--- src/rtl/inagu_ctrl_pkg.sv ---
// Shared types and default sizes for the inagu job sequencer.
// Optional feature macro used by this slice: INAGU_CTRL_STALL_EN.
package inagu_ctrl_pkg;

    localparam int DEF_BCNT    = 32;
    localparam int DEF_NJUMPS  = 5;
    localparam int DEF_LATENCY = 3;

    typedef enum logic [2:0] {
        ST_IDLE  = 3'd0,
        ST_CLEAR = 3'd1,
        ST_RUN   = 3'd2,
        ST_DRAIN = 3'd3,
        ST_DONE  = 3'd4
    } state_e;

    // One accumulator control term, carried through the latency pipe.
    typedef struct packed {
        logic load;
        logic acc;
        logic sh;
        logic out;
    } term_t;

    localparam int TERM_W = $bits(term_t);

    // Every control is meaningless without a valid operand, so gate all by acc.
    function automatic term_t qualify_term(input term_t t);
        term_t q;
        q.acc  = t.acc;
        q.load = t.load & t.acc;
        q.sh   = t.sh & t.acc;
        q.out  = t.out & t.acc;
        return q;
    endfunction

endpackage

--- src/rtl/inagu_ctrl_if.sv ---
// Job/AGU/accumulator signal bundle for inagu_ctrl.
// master = job issuer + AGU + accumulator side, slave = the sequencer.
interface inagu_ctrl_if
    import inagu_ctrl_pkg::*;
#(
    parameter int BCNT   = DEF_BCNT,
    parameter int NJUMPS = DEF_NJUMPS
) ();
    logic              start;
    logic              start_rdy;
    logic [BCNT-1:0]   cfg_count;
    logic [NJUMPS-1:0] cfg_out_sel;
    logic              agu_clr;
    logic              agu_en;
    logic              agu_sh;
    logic [NJUMPS-1:0] agu_on_j;
    logic              shacc_load;
    logic              shacc_acc;
    logic              shacc_sh;
    logic              out_step;
    logic              busy;
    logic              done;

    modport master (
        output start, cfg_count, cfg_out_sel, agu_sh, agu_on_j,
        input  start_rdy, agu_clr, agu_en, shacc_load, shacc_acc, shacc_sh,
               out_step, busy, done
    );

    modport slave (
        input  start, cfg_count, cfg_out_sel, agu_sh, agu_on_j,
        output start_rdy, agu_clr, agu_en, shacc_load, shacc_acc, shacc_sh,
               out_step, busy, done
    );
endinterface

--- src/rtl/inagu_ctrl_delay.sv ---
// ctrl_delay: DEPTH-stage shift register, synchronously cleared by clr.
// Aligns per-step control terms with operands arriving at the accumulator.
module ctrl_delay #(
    parameter int W     = 4,
    parameter int DEPTH = 3
) (
    input  logic         clk,
    input  logic         clr,
    input  logic [W-1:0] din,
    output logic [W-1:0] dout
);

    for (genvar gi = 0; gi < DEPTH; gi++) begin : g_stage
        logic [W-1:0] q_reg;
        if (gi == 0) begin : g_head
            // Head stage captures the raw term
            always_ff @(posedge clk) begin
                if (clr) q_reg <= '0;
                else     q_reg <= din;
            end
        end else begin : g_tail
            // Each later stage follows its predecessor by one cycle
            always_ff @(posedge clk) begin
                if (clr) q_reg <= '0;
                else     q_reg <= g_stage[gi-1].q_reg;
            end
        end
    end

    assign dout = g_stage[DEPTH-1].q_reg;

endmodule

--- src/rtl/inagu_ctrl.sv ---
// inagu_ctrl: job sequencer for the inagu address generators and shift-accumulator.
// IDLE -> CLEAR -> RUN (cfg_count steps) -> DRAIN (LATENCY cycles) -> DONE -> IDLE.
// Define INAGU_CTRL_STALL_EN to add a stall input that pauses stepping in RUN.
module inagu_ctrl
    import inagu_ctrl_pkg::*;
#(
    parameter int BCNT    = DEF_BCNT,
    parameter int NJUMPS  = DEF_NJUMPS,
    parameter int LATENCY = DEF_LATENCY
) (
    input logic clk,
    input logic clr,
`ifdef INAGU_CTRL_STALL_EN
    input logic stall,
`endif
    inagu_ctrl_if.slave bus
);

    localparam logic [2:0] IDLE  = ST_IDLE;
    localparam logic [2:0] CLEAR = ST_CLEAR;
    localparam logic [2:0] RUN   = ST_RUN;
    localparam logic [2:0] DRAIN = ST_DRAIN;
    localparam logic [2:0] DONE  = ST_DONE;

    localparam int DW = (LATENCY > 1) ? $clog2(LATENCY) : 1;

    logic [2:0]        state_reg, state_next;
    logic [BCNT-1:0]   count_reg;
    logic [NJUMPS-1:0] sel_reg;
    logic [DW-1:0]     drain_cnt_reg;
    logic              load_flag_reg;
    logic              step;
    logic              out_raw;
    term_t             raw_term;
    term_t             dly_term;
    logic [TERM_W-1:0] dly_bits;

`ifdef INAGU_CTRL_STALL_EN
    assign step = (state_reg == RUN) && !stall;
`else
    assign step = (state_reg == RUN);
`endif

    assign out_raw = |(sel_reg & bus.agu_on_j);

    // Raw term for this cycle; all-zero when no AGU step is issued
    always_comb begin
        raw_term = '0;
        if (step) begin
            raw_term.load = load_flag_reg;
            raw_term.acc  = 1'b1;
            raw_term.sh   = bus.agu_sh;
            raw_term.out  = out_raw;
        end
    end

    // Next-state selection
    always_comb begin
        state_next = state_reg;
        case (state_reg)
            IDLE:    if (bus.start) state_next = CLEAR;
            CLEAR:   state_next = (count_reg == '0) ? DRAIN : RUN;
            RUN:     if (step && count_reg == BCNT'(1)) state_next = DRAIN;
            DRAIN:   if (drain_cnt_reg == DW'(LATENCY - 1)) state_next = DONE;
            DONE:    state_next = IDLE;
            default: state_next = IDLE;
        endcase
    end

    // State, job config capture, step countdown, drain counter and load flag
    always_ff @(posedge clk) begin
        if (clr) begin
            state_reg     <= IDLE;
            count_reg     <= '0;
            sel_reg       <= '0;
            drain_cnt_reg <= '0;
            load_flag_reg <= 1'b0;
        end else begin
            state_reg <= state_next;
            if (state_reg == IDLE && bus.start) begin
                count_reg <= bus.cfg_count;
                sel_reg   <= bus.cfg_out_sel;
            end
            if (step) begin
                count_reg     <= count_reg - BCNT'(1);
                load_flag_reg <= out_raw;
            end
            // First term of a job always starts a fresh output
            if (state_reg == CLEAR) load_flag_reg <= 1'b1;
            if (state_reg == DRAIN) drain_cnt_reg <= drain_cnt_reg + DW'(1);
            else                    drain_cnt_reg <= '0;
        end
    end

    ctrl_delay #(
        .W     (TERM_W),
        .DEPTH (LATENCY)
    ) u_delay (
        .clk  (clk),
        .clr  (clr),
        .din  (raw_term),
        .dout (dly_bits)
    );

    assign dly_term = qualify_term(term_t'(dly_bits));

    assign bus.start_rdy  = (state_reg == IDLE);
    assign bus.busy       = (state_reg != IDLE);
    assign bus.agu_clr    = (state_reg == CLEAR);
    assign bus.agu_en     = step;
    assign bus.done       = (state_reg == DONE);
    assign bus.shacc_acc  = dly_term.acc;
    assign bus.shacc_load = dly_term.load;
    assign bus.shacc_sh   = dly_term.sh;
    assign bus.out_step   = dly_term.out;

endmodule

--- src/flat_wrapper.sv ---
// flat-port wrapper written by rule: the top's interface ports become plain ports
module inagu_ctrl_flat import inagu_ctrl_pkg::*;
#(
    parameter int BCNT    = DEF_BCNT,
    parameter int NJUMPS  = DEF_NJUMPS,
    parameter int LATENCY = DEF_LATENCY
)
  (clk, clr, bus_start, bus_cfg_count, bus_cfg_out_sel, bus_agu_sh, bus_agu_on_j, bus_start_rdy, bus_agu_clr, bus_agu_en, bus_shacc_load, bus_shacc_acc, bus_shacc_sh, bus_out_step, bus_busy, bus_done);
  inagu_ctrl_if #(.BCNT(BCNT), .NJUMPS(NJUMPS)) bus_i ();
  input logic clk;
  input logic clr;
  input wire logic [$bits(bus_i.start)-1:0] bus_start;
  input wire logic [$bits(bus_i.cfg_count)-1:0] bus_cfg_count;
  input wire logic [$bits(bus_i.cfg_out_sel)-1:0] bus_cfg_out_sel;
  input wire logic [$bits(bus_i.agu_sh)-1:0] bus_agu_sh;
  input wire logic [$bits(bus_i.agu_on_j)-1:0] bus_agu_on_j;
  output wire logic [$bits(bus_i.start_rdy)-1:0] bus_start_rdy;
  output wire logic [$bits(bus_i.agu_clr)-1:0] bus_agu_clr;
  output wire logic [$bits(bus_i.agu_en)-1:0] bus_agu_en;
  output wire logic [$bits(bus_i.shacc_load)-1:0] bus_shacc_load;
  output wire logic [$bits(bus_i.shacc_acc)-1:0] bus_shacc_acc;
  output wire logic [$bits(bus_i.shacc_sh)-1:0] bus_shacc_sh;
  output wire logic [$bits(bus_i.out_step)-1:0] bus_out_step;
  output wire logic [$bits(bus_i.busy)-1:0] bus_busy;
  output wire logic [$bits(bus_i.done)-1:0] bus_done;
  assign bus_i.start = bus_start;
  assign bus_i.cfg_count = bus_cfg_count;
  assign bus_i.cfg_out_sel = bus_cfg_out_sel;
  assign bus_i.agu_sh = bus_agu_sh;
  assign bus_i.agu_on_j = bus_agu_on_j;
  assign bus_start_rdy = bus_i.start_rdy;
  assign bus_agu_clr = bus_i.agu_clr;
  assign bus_agu_en = bus_i.agu_en;
  assign bus_shacc_load = bus_i.shacc_load;
  assign bus_shacc_acc = bus_i.shacc_acc;
  assign bus_shacc_sh = bus_i.shacc_sh;
  assign bus_out_step = bus_i.out_step;
  assign bus_busy = bus_i.busy;
  assign bus_done = bus_i.done;
  inagu_ctrl #(.BCNT(BCNT), .NJUMPS(NJUMPS), .LATENCY(LATENCY)) u_core (.clk(clk), .clr(clr), .bus(bus_i));
endmodule
--- config.mk ---
export PLATFORM = sky130hd
export DESIGN_NAME = inagu_ctrl_flat
export DESIGN_NICKNAME = d
export VERILOG_FILES = /design/src/rtl/inagu_ctrl_pkg.sv /design/src/rtl/inagu_ctrl_if.sv /design/src/rtl/inagu_ctrl_delay.sv /design/src/rtl/inagu_ctrl.sv /design/src/flat_wrapper.sv
export SDC_FILE = /design/constraint.sdc
export NUM_CORES = 1
export LEC_CHECK = 0
export ABC_CLOCK_PERIOD_IN_PS = 2600
export CORE_ASPECT_RATIO = 1.75
export CORE_MARGIN = 5
export CORE_UTILIZATION = 51
export CTS_CLUSTER_SIZE = 10
export DETAILED_ROUTE_END_ITERATION = 10
export GPL_ROUTABILITY_DRIVEN = 0
export PLACE_DENSITY = 0.8
export SLEW_MARGIN = 20
export SYNTH_ARGS = -nofsm -noshare
export SYNTH_HDL_FRONTEND = slang
export SYNTH_HIERARCHICAL = 1
export SYNTH_SLANG_ARGS = --single-unit
--- constraint.sdc ---
create_clock -name clk -period 2.6 [get_ports clk]
set_input_delay 0.52 -clock clk [delete_from_list [all_inputs] [get_ports clk]]
set_output_delay 0.52 -clock clk [all_outputs]
set_load 0.05 [all_outputs]
==> results.toml <==
[cts]
htreeDepth = 2
ctsHoldBuffers = 0
cts_setup_buffers = 0
clock-sinks = 55
path_clk_slew_ns = 0.10
cts_root_buffer = "clkbuf_8"
clockBufferDepth = 2
cts_tree = "yes"
clk_latency_ns = 0.31
cts_inserted_buffers = 5
cts_resized = 0

[sta]
period_needed_ns = 2.48
layout_setup_ws_ns = 0.121
tns_ns = 0
fmax_mhz = 403
finalHoldViolCount = 0
finClkSkew_ns = 0.0102
hold_slack_ns = 0.414
grt_setup_unrepaired = "false"
tightest_slew_ns = 0.601
slew_headroom_pct = 59.9
min_period_over_period_pct = 95.4
setup_violations = 0
slew_viol_final = 0

[placement]
dpl_cell_area_mm2 = 0.00345
placedCellCount = 452
dp_slack_ns = 0.163
portBuffers = 54
dp_hpwl_um = 5200

[global_route]
grt_pass1_vias = 2637
track_usage_pct = 20.8
antenna_found_initial = 0
grt_pass1_wl_um = 11800
overflow = 0
grt_max_degree = 53

[layout]
final_common_cell = "dfxtp_1"
num-nets-final = 435
stdcell_area_mm2 = 0.00354
syn_to_final_growth_pct = 27.2
multi_input_area_mm2 = 0.00158
num_antenna_cells = 0
most-common-layout-cells = "dfxtp_1 (55), clkdlybuf4s50_1 (51), nand2_1 (33), nor2_1 (27), a21oi_1 (26)"
largest_reg_flops = 32
final-seq-area_mm2 = 0.00110
fin_cells = 460
fill_cells = 433
drive_above_1_share_pct = 13.7
postLayoutCoreUtil_pct = 66.9

[yosys]
synth.yosys.seq_area_share_pct = 39.5
syn_area_mm2 = 0.00279
ys_ff_latch = 55
postSynthCellCount = 330
synth.avg_cell_area_um2 = 8.45
synth_top_flop_cell = "dfxtp_1"
async_flop_share_pct = 0
synth_edf_count = 0
ys_warn_count = 6
ys_types = 54
synth.net_count = 380

[pwr]
pwr-share-seq_pct = 44.4
vdd_ir_drop_max_mv = 0.346
p_int_mw = 1.46
p_comb_share_pct = 34.5
power_mw = 2.31
switching_power_uw = 849
leakage_nw = 1.29
switching_share_pct = 36.8
pwr-share-clk_pct = 21.1
p_per_area_mw_per_mm2 = 652

[worst_setup_path]
critPathKind = "flop to output pin"
cp.arrival_ns = 1.96
required_ns = 2.08
crit_path_max_fanout = 8
endpoint_kind = "output pin"
slowest_delay_ns = 0.79
critical_path.slowest_cell = "clkdlybuf4s50_1"
worstPathCellList = "or3_1 > inv_1 > clkdlybuf4s50_1"
worstSetupStartpointType = "flop"

[route]
drc = 0
via_count = 2691
dr.first_iter.drc_count = 144
drtPass1Iterations = 4
drt-wirelength-per-cell_um = 15.4
vias_per_cell = 5.85
routed_wl_um = 7060
postRouteAntennaNets = 0

[floorplan]
die_area_mm2 = 0.00710
die_h_um = 108
num_rows = 35
ios = 55
initial_core_util_pct = 52.6
core_mm2 = 0.00530
fp.dieW_um = 65.9

[job]
drv_cap = 0

[worst_hold_path]
hold_class = "flop to flop"

[run_status]
status = "completed"
[path summary, 6_finish.rpt]
check	depth (start not counted)	to	slack (ns)	from
setup reg to reg	5	u_core/count_reg[31]	0.37	u_core/count_reg[18]
hold / removal	1	u_core/drain_cnt_reg[0]	0.41	u_core/drain_cnt_reg[0]
setup / recovery	3	bus_start_rdy	0.12	u_core/state_reg[2]
hold reg to reg	1	u_core/drain_cnt_reg[0]	0.41	u_core/drain_cnt_reg[0]
[power by group through the flow]
stage | Sequential [mW] | Combinational, mW | Clock [mW]
final | 1.03 | 0.798 | 0.488
after global routing | 1.04 | 0.877 | 0.532
after CTS | 1.02 | 0.799 | 0.498
after detailed placement | 1.04 | 0.794 | 0
after global placement | 1.04 | 0.778 | 0
after floorplan | 1.01 | 0.544 | 0
[critical path: cells and delay by family, from the launching register on]
| kind | cells | cell delay [ns] |
|---|---|---|
| flip-flops | 1 | 0.39 |
| buffers and inverters | 2 | 0.85 |
| AND/OR/NAND/NOR | 1 | 0.41 |
[cell usage after synthesis, types with 2 or more instances]
cell type	n	share of area, %
or4_1	11	3.0
nor4_4	3	2.3
mux2i_1	2	0.72
and2b_2	2	0.63
o211ai_1	7	1.9
or3_1	9	2.0
clkbuf_1	17	2.3
a32oi_1	3	0.94
o311ai_0	5	1.6
nand3_1	13	2.3
nor3_1	11	2.0
nor2b_2	8	2.5
or2_2	3	0.67
and3_1	4	0.90
nor2b_4	2	0.99
a22oi_1	8	2.2
mux2_2	2	0.81
a21oi_1	26	4.7
dfxtp_1	55	39
nand4_1	5	1.1
inv_1	7	0.94
and2_1	8	1.8
nand2_1	33	4.4
a21o_1	2	0.54
a31oi_1	15	3.4
a211oi_1	4	1.1
nor4_1	3	0.67
nor2_1	27	3.6
o21ai_0	7	1.3
ha_1	4	1.8
[layout make-up]
type | count | share of cell area [%]
multi-input combinational | 248 | 44.7
sequential | 55 | 31.1
timing repair buffer | 68 | 18.3
tap | 74 | 2.61
clock buffer | 5 | 1.94
inverter | 7 | 0.741
clock inverter | 3 | 0.706
[metal layers]
metal / up-vias / share of wire (%) / GRT usage, %
met5: - / 0 / 0
met4: 0 / 1.6 / 8.46
met3: 10 / 5.2 / 3.13
met2: 78 / 54 / 36.5
met1: 1272 / 39 / 24.6
li1: 1331 / - / -
[cells by family (layout without fill, tap and decap cells)]
group,Yosys count,count (layout),synth area share (%)
and+or+nand+nor,154,154,32.9
adders and majority gates,4,4,1.80
DFF,55,55,39.5
buffers and inverters,27,83,3.95
muxes,4,4,1.53
AOI/OAI and AO/OA,86,86,20.3
Power figures use the tool's default switching activity.
